### src/rtl/seq_det_pkg.sv
// seq_det_pkg
//   Shared constants and helpers for the parametrised serial pattern detector.
//   - SEQ_DET_DEFAULT_PATTERN : reset value of the pattern register (4'b1011)
//   - SEQ_DET_OVERLAP / SEQ_DET_NONOVERLAP : encodings of the overlap_en input
//   - seq_det_fill_w()        : width of the fill counter holding 0..PAT_W
`timescale 1ns/1ps

package seq_det_pkg;

    localparam logic [3:0] SEQ_DET_DEFAULT_PATTERN = 4'b1011;

    localparam logic SEQ_DET_OVERLAP    = 1'b1;
    localparam logic SEQ_DET_NONOVERLAP = 1'b0;

    function automatic int seq_det_fill_w(input int pat_w);
        return $clog2(pat_w + 1);
    endfunction

endpackage

### src/rtl/seq_det_match_counter.sv
// seq_det_match_counter
//   Saturating up-counter for detected matches. A clear request beats a
//   concurrent increment, so the match arriving in the clear cycle is lost.
//   Ports:
//     clock, reset : rising-edge clock, asynchronous active-high reset
//     inc          : count one match this cycle
//     clear        : synchronous clear to zero
//     count        : CNT_W-bit count, sticks at all-ones
`timescale 1ns/1ps

module seq_det_match_counter #(
    parameter int CNT_W = 8
) (
    input  logic             clock,
    input  logic             reset,
    input  logic             inc,
    input  logic             clear,
    output logic [CNT_W-1:0] count
);

    always_ff @(posedge clock or posedge reset) begin
        if (reset) begin
            count <= '0;
        end else if (clear) begin
            count <= '0;
        end else if (inc && (count != '1)) begin
            count <= count + CNT_W'(1);
        end
    end

endmodule

### src/rtl/seq_detector_param.sv
// seq_detector_param
//   Detects a runtime-loadable PAT_W-bit pattern (MSB received first) on a
//   qualified serial stream. detector_out is a registered one-cycle pulse in
//   the cycle after the edge that accepted the final pattern bit.
//   Ports:
//     clock, reset    : rising-edge clock, asynchronous active-high reset
//     sequence_in     : serial data bit, sampled when sequence_valid = 1
//     sequence_valid  : qualifies sequence_in; gaps hold the partial match
//     overlap_en      : 1 = overlapping, 0 = restart after every match
//     pattern_load    : load pattern_in (and mask); flushes history
//     pattern_in      : new pattern, MSB first
//     count_clear     : synchronous clear of match_count (beats a match)
//     detector_out    : registered match pulse
//     match_count     : saturating match count
//   Optional build macro SEQ_DETECTOR_PARAM_MASK_EN adds pattern_mask_in and a
//   mask register; mask bits of 0 are don't-care positions.
`timescale 1ns/1ps

module seq_detector_param
    import seq_det_pkg::*;
#(
    parameter int               PAT_W   = 4,
    parameter logic [PAT_W-1:0] PATTERN = PAT_W'(SEQ_DET_DEFAULT_PATTERN),
    parameter int               CNT_W   = 8
) (
    input  logic             clock,
    input  logic             reset,
    input  logic             sequence_in,
    input  logic             sequence_valid,
    input  logic             overlap_en,
    input  logic             pattern_load,
    input  logic [PAT_W-1:0] pattern_in,
`ifdef SEQ_DETECTOR_PARAM_MASK_EN
    input  logic [PAT_W-1:0] pattern_mask_in,
`endif
    input  logic             count_clear,
    output logic             detector_out,
    output logic [CNT_W-1:0] match_count
);

    localparam int               FILL_W    = seq_det_fill_w(PAT_W);
    localparam logic [FILL_W-1:0] FILL_FULL = FILL_W'(PAT_W);

    logic [PAT_W-1:0]  pattern_q;
    logic [PAT_W-1:0]  hist_q;
    logic [FILL_W-1:0] fill_q;

    logic [PAT_W-1:0]  hist_n;
    logic [FILL_W-1:0] fill_n;
    logic [PAT_W-1:0]  diff;
    logic              match;

`ifdef SEQ_DETECTOR_PARAM_MASK_EN
    logic [PAT_W-1:0]  mask_q;
`endif

    always_comb begin
        hist_n = {hist_q[PAT_W-2:0], sequence_in};
        fill_n = (fill_q == FILL_FULL) ? FILL_FULL : fill_q + FILL_W'(1);
`ifdef SEQ_DETECTOR_PARAM_MASK_EN
        diff   = (hist_n ^ pattern_q) & mask_q;
`else
        diff   = hist_n ^ pattern_q;
`endif
        // The fill check keeps an all-zero pattern from matching the cleared history.
        match  = sequence_valid && !pattern_load &&
                 (fill_n == FILL_FULL) && (diff == '0);
    end

    always_ff @(posedge clock or posedge reset) begin
        if (reset) begin
            pattern_q    <= PATTERN;
            hist_q       <= '0;
            fill_q       <= '0;
            detector_out <= 1'b0;
`ifdef SEQ_DETECTOR_PARAM_MASK_EN
            mask_q       <= '1;
`endif
        end else if (pattern_load) begin
            // Any bit presented alongside the load is dropped.
            pattern_q    <= pattern_in;
            hist_q       <= '0;
            fill_q       <= '0;
            detector_out <= 1'b0;
`ifdef SEQ_DETECTOR_PARAM_MASK_EN
            mask_q       <= pattern_mask_in;
`endif
        end else if (sequence_valid) begin
            hist_q       <= hist_n;
            detector_out <= match;
            if (match && (overlap_en == SEQ_DET_NONOVERLAP)) begin
                fill_q <= '0;
            end else begin
                fill_q <= fill_n;
            end
        end else begin
            detector_out <= 1'b0;
        end
    end

    seq_det_match_counter #(
        .CNT_W (CNT_W)
    ) u_match_counter (
        .clock (clock),
        .reset (reset),
        .inc   (match),
        .clear (count_clear),
        .count (match_count)
    );

endmodule

### config.mk
export PLATFORM = sky130hd
export DESIGN_NAME = seq_detector_param
export DESIGN_NICKNAME = d
export VERILOG_FILES = /design/src/rtl/seq_det_pkg.sv /design/src/rtl/seq_det_match_counter.sv /design/src/rtl/seq_detector_param.sv
export SDC_FILE = /design/constraint.sdc
export NUM_CORES = 1
export LEC_CHECK = 0
export BUFFER_PORTS_ARGS = -buffer_cell sky130_fd_sc_hd__clkbuf_2
export CAP_MARGIN = 0
export CORE_MARGIN = 2
export CORE_UTILIZATION = 35
export CTS_CLUSTER_DIAMETER = 60
export DETAILED_ROUTE_END_ITERATION = 7
export PLACE_DENSITY = 0.65
export SKIP_CTS_REPAIR_TIMING = 1
export SYNTH_ARGS = -nofsm -noshare
export SYNTH_HDL_FRONTEND = slang
export SYNTH_SLANG_ARGS = --single-unit
### constraint.sdc
create_clock -name clock -period 4.8 [get_ports clock]
set_input_delay 0.24 -clock clock [delete_from_list [all_inputs] [get_ports clock]]
set_output_delay 0.24 -clock clock [all_outputs]
set_load 0.02 [all_outputs]
==> results.py <==
metrics = {
    "global_routing": {
        "grt_usage": 0.1264,
        "first_global_vias": 748,
        "grt_antenna_before_repair": 0,
        "grt-ovfl-total": 0,
        "grt_first_pass_wirelength_um": 3256,
        "grt_start_max_net_pins": 20,
    },
    "final_layout": {
        "diodes": 0,
        "layout-drive-gt1-share": 0.2821,
        "mostFrequentLayoutCells": "clkbuf_2, dfrtp_1, inv_1, nor2_1",
        "nNetsFinal": 132,
        "area_growth_syn_to_layout_pct": 13.72,
        "stdcell_count": 148,
        "mostFrequentLayoutCell": "clkbuf_2",
        "seqCellArea_um2": 479.2,
        "fillCellCount": 281,
        "multiInputGateArea_um2": 470.5,
    },
    "sta": {
        "rsz0062_at_grt": "false",
        "finClkSkew_ps": 1.655,
        "drv_slew": 0,
        "period_share": 0.4576,
        "worst_pin_slew_ps": 726.1,
        "setup_viol": 0,
        "relSlewSlack": 0.5154,
        "timing.fmax_mhz": 455.3,
        "finalCriticalPeriod_ps": 2196,
        "fin_setup_tns_ps": 0,
        "hold_viol": 0,
    },
    "route": {
        "via_per_inst": 5.291,
        "drtIter0Drc": 33,
        "drt-pass1-iter-count": 4,
        "drt-total-wl_um": 1909,
        "routedWlPerCell_um": 12.90,
        "ant_nets": 0,
        "drcViolationCount": 0,
        "via_count": 783,
    },
    "floorplanning": {
        "core_mm2": 0.002734,
        "fp.dieH_um": 57.55,
        "pin_count": 20,
        "fp.dieW_um": 57.55,
        "dieArea_mm2": 0.003311,
        "num_rows": 19,
        "initial_core_util": 0.3670,
    },
    "synth": {
        "synth_nets": 113,
        "ys.flop_type": "dfrtp_1",
        "synth_area_mm2": 0.001003,
        "synthCells": 99,
        "ys_seq_area_frac": 0.4776,
        "synth_edf_count": 0,
        "yosysUniqueCellTypes": 37,
        "synthArstFlopShare": 1.000,
        "yosys_warnings": 0,
        "ys_seq_elements": 19,
        "syn_avg_cell_area_um2": 10.14,
    },
    "setup_path": {
        "r2r_slack_ps": 2600,
        "cp_data_arrival_time_ps": 2430,
        "timing.rr.start": "fill_q[0]$_DFFE_PP0P_",
        "cp-start-kind": "flop",
        "crit_start": "fill_q[0]$_DFFE_PP0P_",
        "reg2reg_to": "u_match_counter.count[5]$_DFFE_PP0P_",
        "crit_fanout": 17,
        "endpoint_kind": "flop",
        "cp.required_ps": 5030,
        "worstSetupPathType": "reg -> reg",
        "endpoint": "u_match_counter.count[5]$_DFFE_PP0P_",
        "reg2reg_depth": 7,
    },
    "cts": {
        "numClockSinks": 19,
        "cts_max_level": 1,
        "path_clk_slew_ps": 110,
        "cts_tree": "built",
        "cts_buffer_depth": 2,
        "clock-root-buffer": "clkbuf_4",
        "cts_buffers": 3,
        "clk_latency_ps": 290,
    },
    "pwr": {
        "ir_drop_mv": 0.1207,
        "switching_power_w": 0.00007003,
        "clkPwrFrac": 0.289,
        "power_density_mw_per_mm2": 246.5,
        "combPwrFrac": 0.101,
        "seq_power_share": 0.610,
        "p_leak_nw": 0.5426,
        "switching_share": 0.2490,
        "intPower_w": 0.0002112,
    },
    "placed_design": {
        "dp_hpwl_um": 1410,
        "dp_cells": 144,
        "globalplace.congestion": 0.7695,
        "io_buffers": 19,
    },
    "run": {
        "drv_cap": 0,
    },
    "hold_path": {
        "hold_class": "in -> async",
    },
    "status": {
        "outcome": "finished clean",
    },
}
-- flip-flops by register name (all words and copies together) (netlist names) --
register,flops
u_match_counter.count,8
fill_q,3
detector_out,1
pattern_q,4
hist_q,3
-- logic make-up after synthesis --
group | count (synthesis) | synth area share
AO/OA/AOI/OAI | 18 | 0.1147
XOR/XNOR | 4 | 0.03492
adder cells (fa/ha/maj) | 3 | 0.03741
buffers and inverters | 13 | 0.05361
flip-flops | 19 | 0.4776
multiplexers | 8 | 0.08603
AND/OR/NAND/NOR | 34 | 0.1958
-- cell usage after synthesis (2+ instances only) --
master | instances | share of area
dfrtp_1 | 16 | 0.40
inv_1 | 8 | 0.030
nor2_1 | 8 | 0.030
a21oi_1 | 6 | 0.030
nand3_1 | 6 | 0.030
mux2_2 | 5 | 0.056
nand2_1 | 4 | 0.015
dfstp_2 | 3 | 0.079
ha_1 | 3 | 0.037
mux2i_1 | 3 | 0.030
nand2b_1 | 3 | 0.019
o21ai_0 | 3 | 0.015
xor2_1 | 3 | 0.026
clkbuf_1 | 2 | 0.0075
nor3_1 | 2 | 0.010
o31ai_1 | 2 | 0.015
or4_1 | 2 | 0.015
-- stage by stage --
| step | hold slack (ps) | util | power [W] | worst slack [ps] | instance area, um^2 |
|---|---|---|---|---|---|
| 3_3_place_gp | 377.7 | 0.4073 | 0.0002022 | 2755 | 1114 |
| 4_1_cts | 46.88 | 0.4174 | 0.0002867 | 2596 | 1141 |
| 5_1_grt | 82.58 | 0.4174 | 0.0002975 | 2444 | 1141 |
| 2_1_floorplan | 188.9 | - | 0.0001950 | 3005 | 1003 |
| 3_5_place_dp | 390.8 | 0.4073 | 0.0002037 | 2607 | 1114 |
| 6_report | 29.07 | 0.4174 | 0.0002812 | 2604 | 1141 |
-- critical path, cell delays in order (launching register included) --
cell and delay, ps:
dfrtp_1 410, inv_1 100, ha_1 160, nand3b_1 110
o2111ai_1 130, nand4b_2 480, or4_1 590, a21oi_1 150
-- cell type report --
type,count,area share
tap,31,0.03399
inverter,8,0.02632
sequential,19,0.4200
clock inverter,1,0.004386
clock buffer,3,0.01974
timing repair buffer,19,0.08333
multi-input combinational,67,0.4123
-- layer usage --
metal  part of all wire  track usage  routed length, um
met5                  0            0                  0
met4                  0      0.02990                  0
met3              0.058      0.03401                111
met2               0.51       0.2143                974
met1               0.43       0.1600                823
-- how the worst min path moves through the flow --
stage / cells after the start / end / slack [ps]
floorplan: 1 / detector_out$_DFF_PP0_ / 190
global placement: 2 / u_match_counter.count[4]$_DFFE_PP0P_ / 380
detailed placement: 2 / u_match_counter.count[4]$_DFFE_PP0P_ / 390
CTS: 2 / pattern_q[2]$_DFFE_PP0P_ / 50
global route: 2 / pattern_q[2]$_DFFE_PP0P_ / 80
finish: 2 / pattern_q[2]$_DFFE_PP0P_ / 30
-- power groups by stage --
stage          registers (W)  logic [W]  clock network (W)
2_1_floorplan       0.000174  0.0000214                  0
3_3_place_gp        0.000174  0.0000278                  0
3_5_place_dp        0.000175  0.0000289                  0
4_1_cts             0.000172  0.0000291          0.0000859
5_1_grt             0.000172  0.0000321          0.0000933
6_report            0.000172  0.0000283          0.0000814
Note: power is estimated with default switching activity, not from simulation.
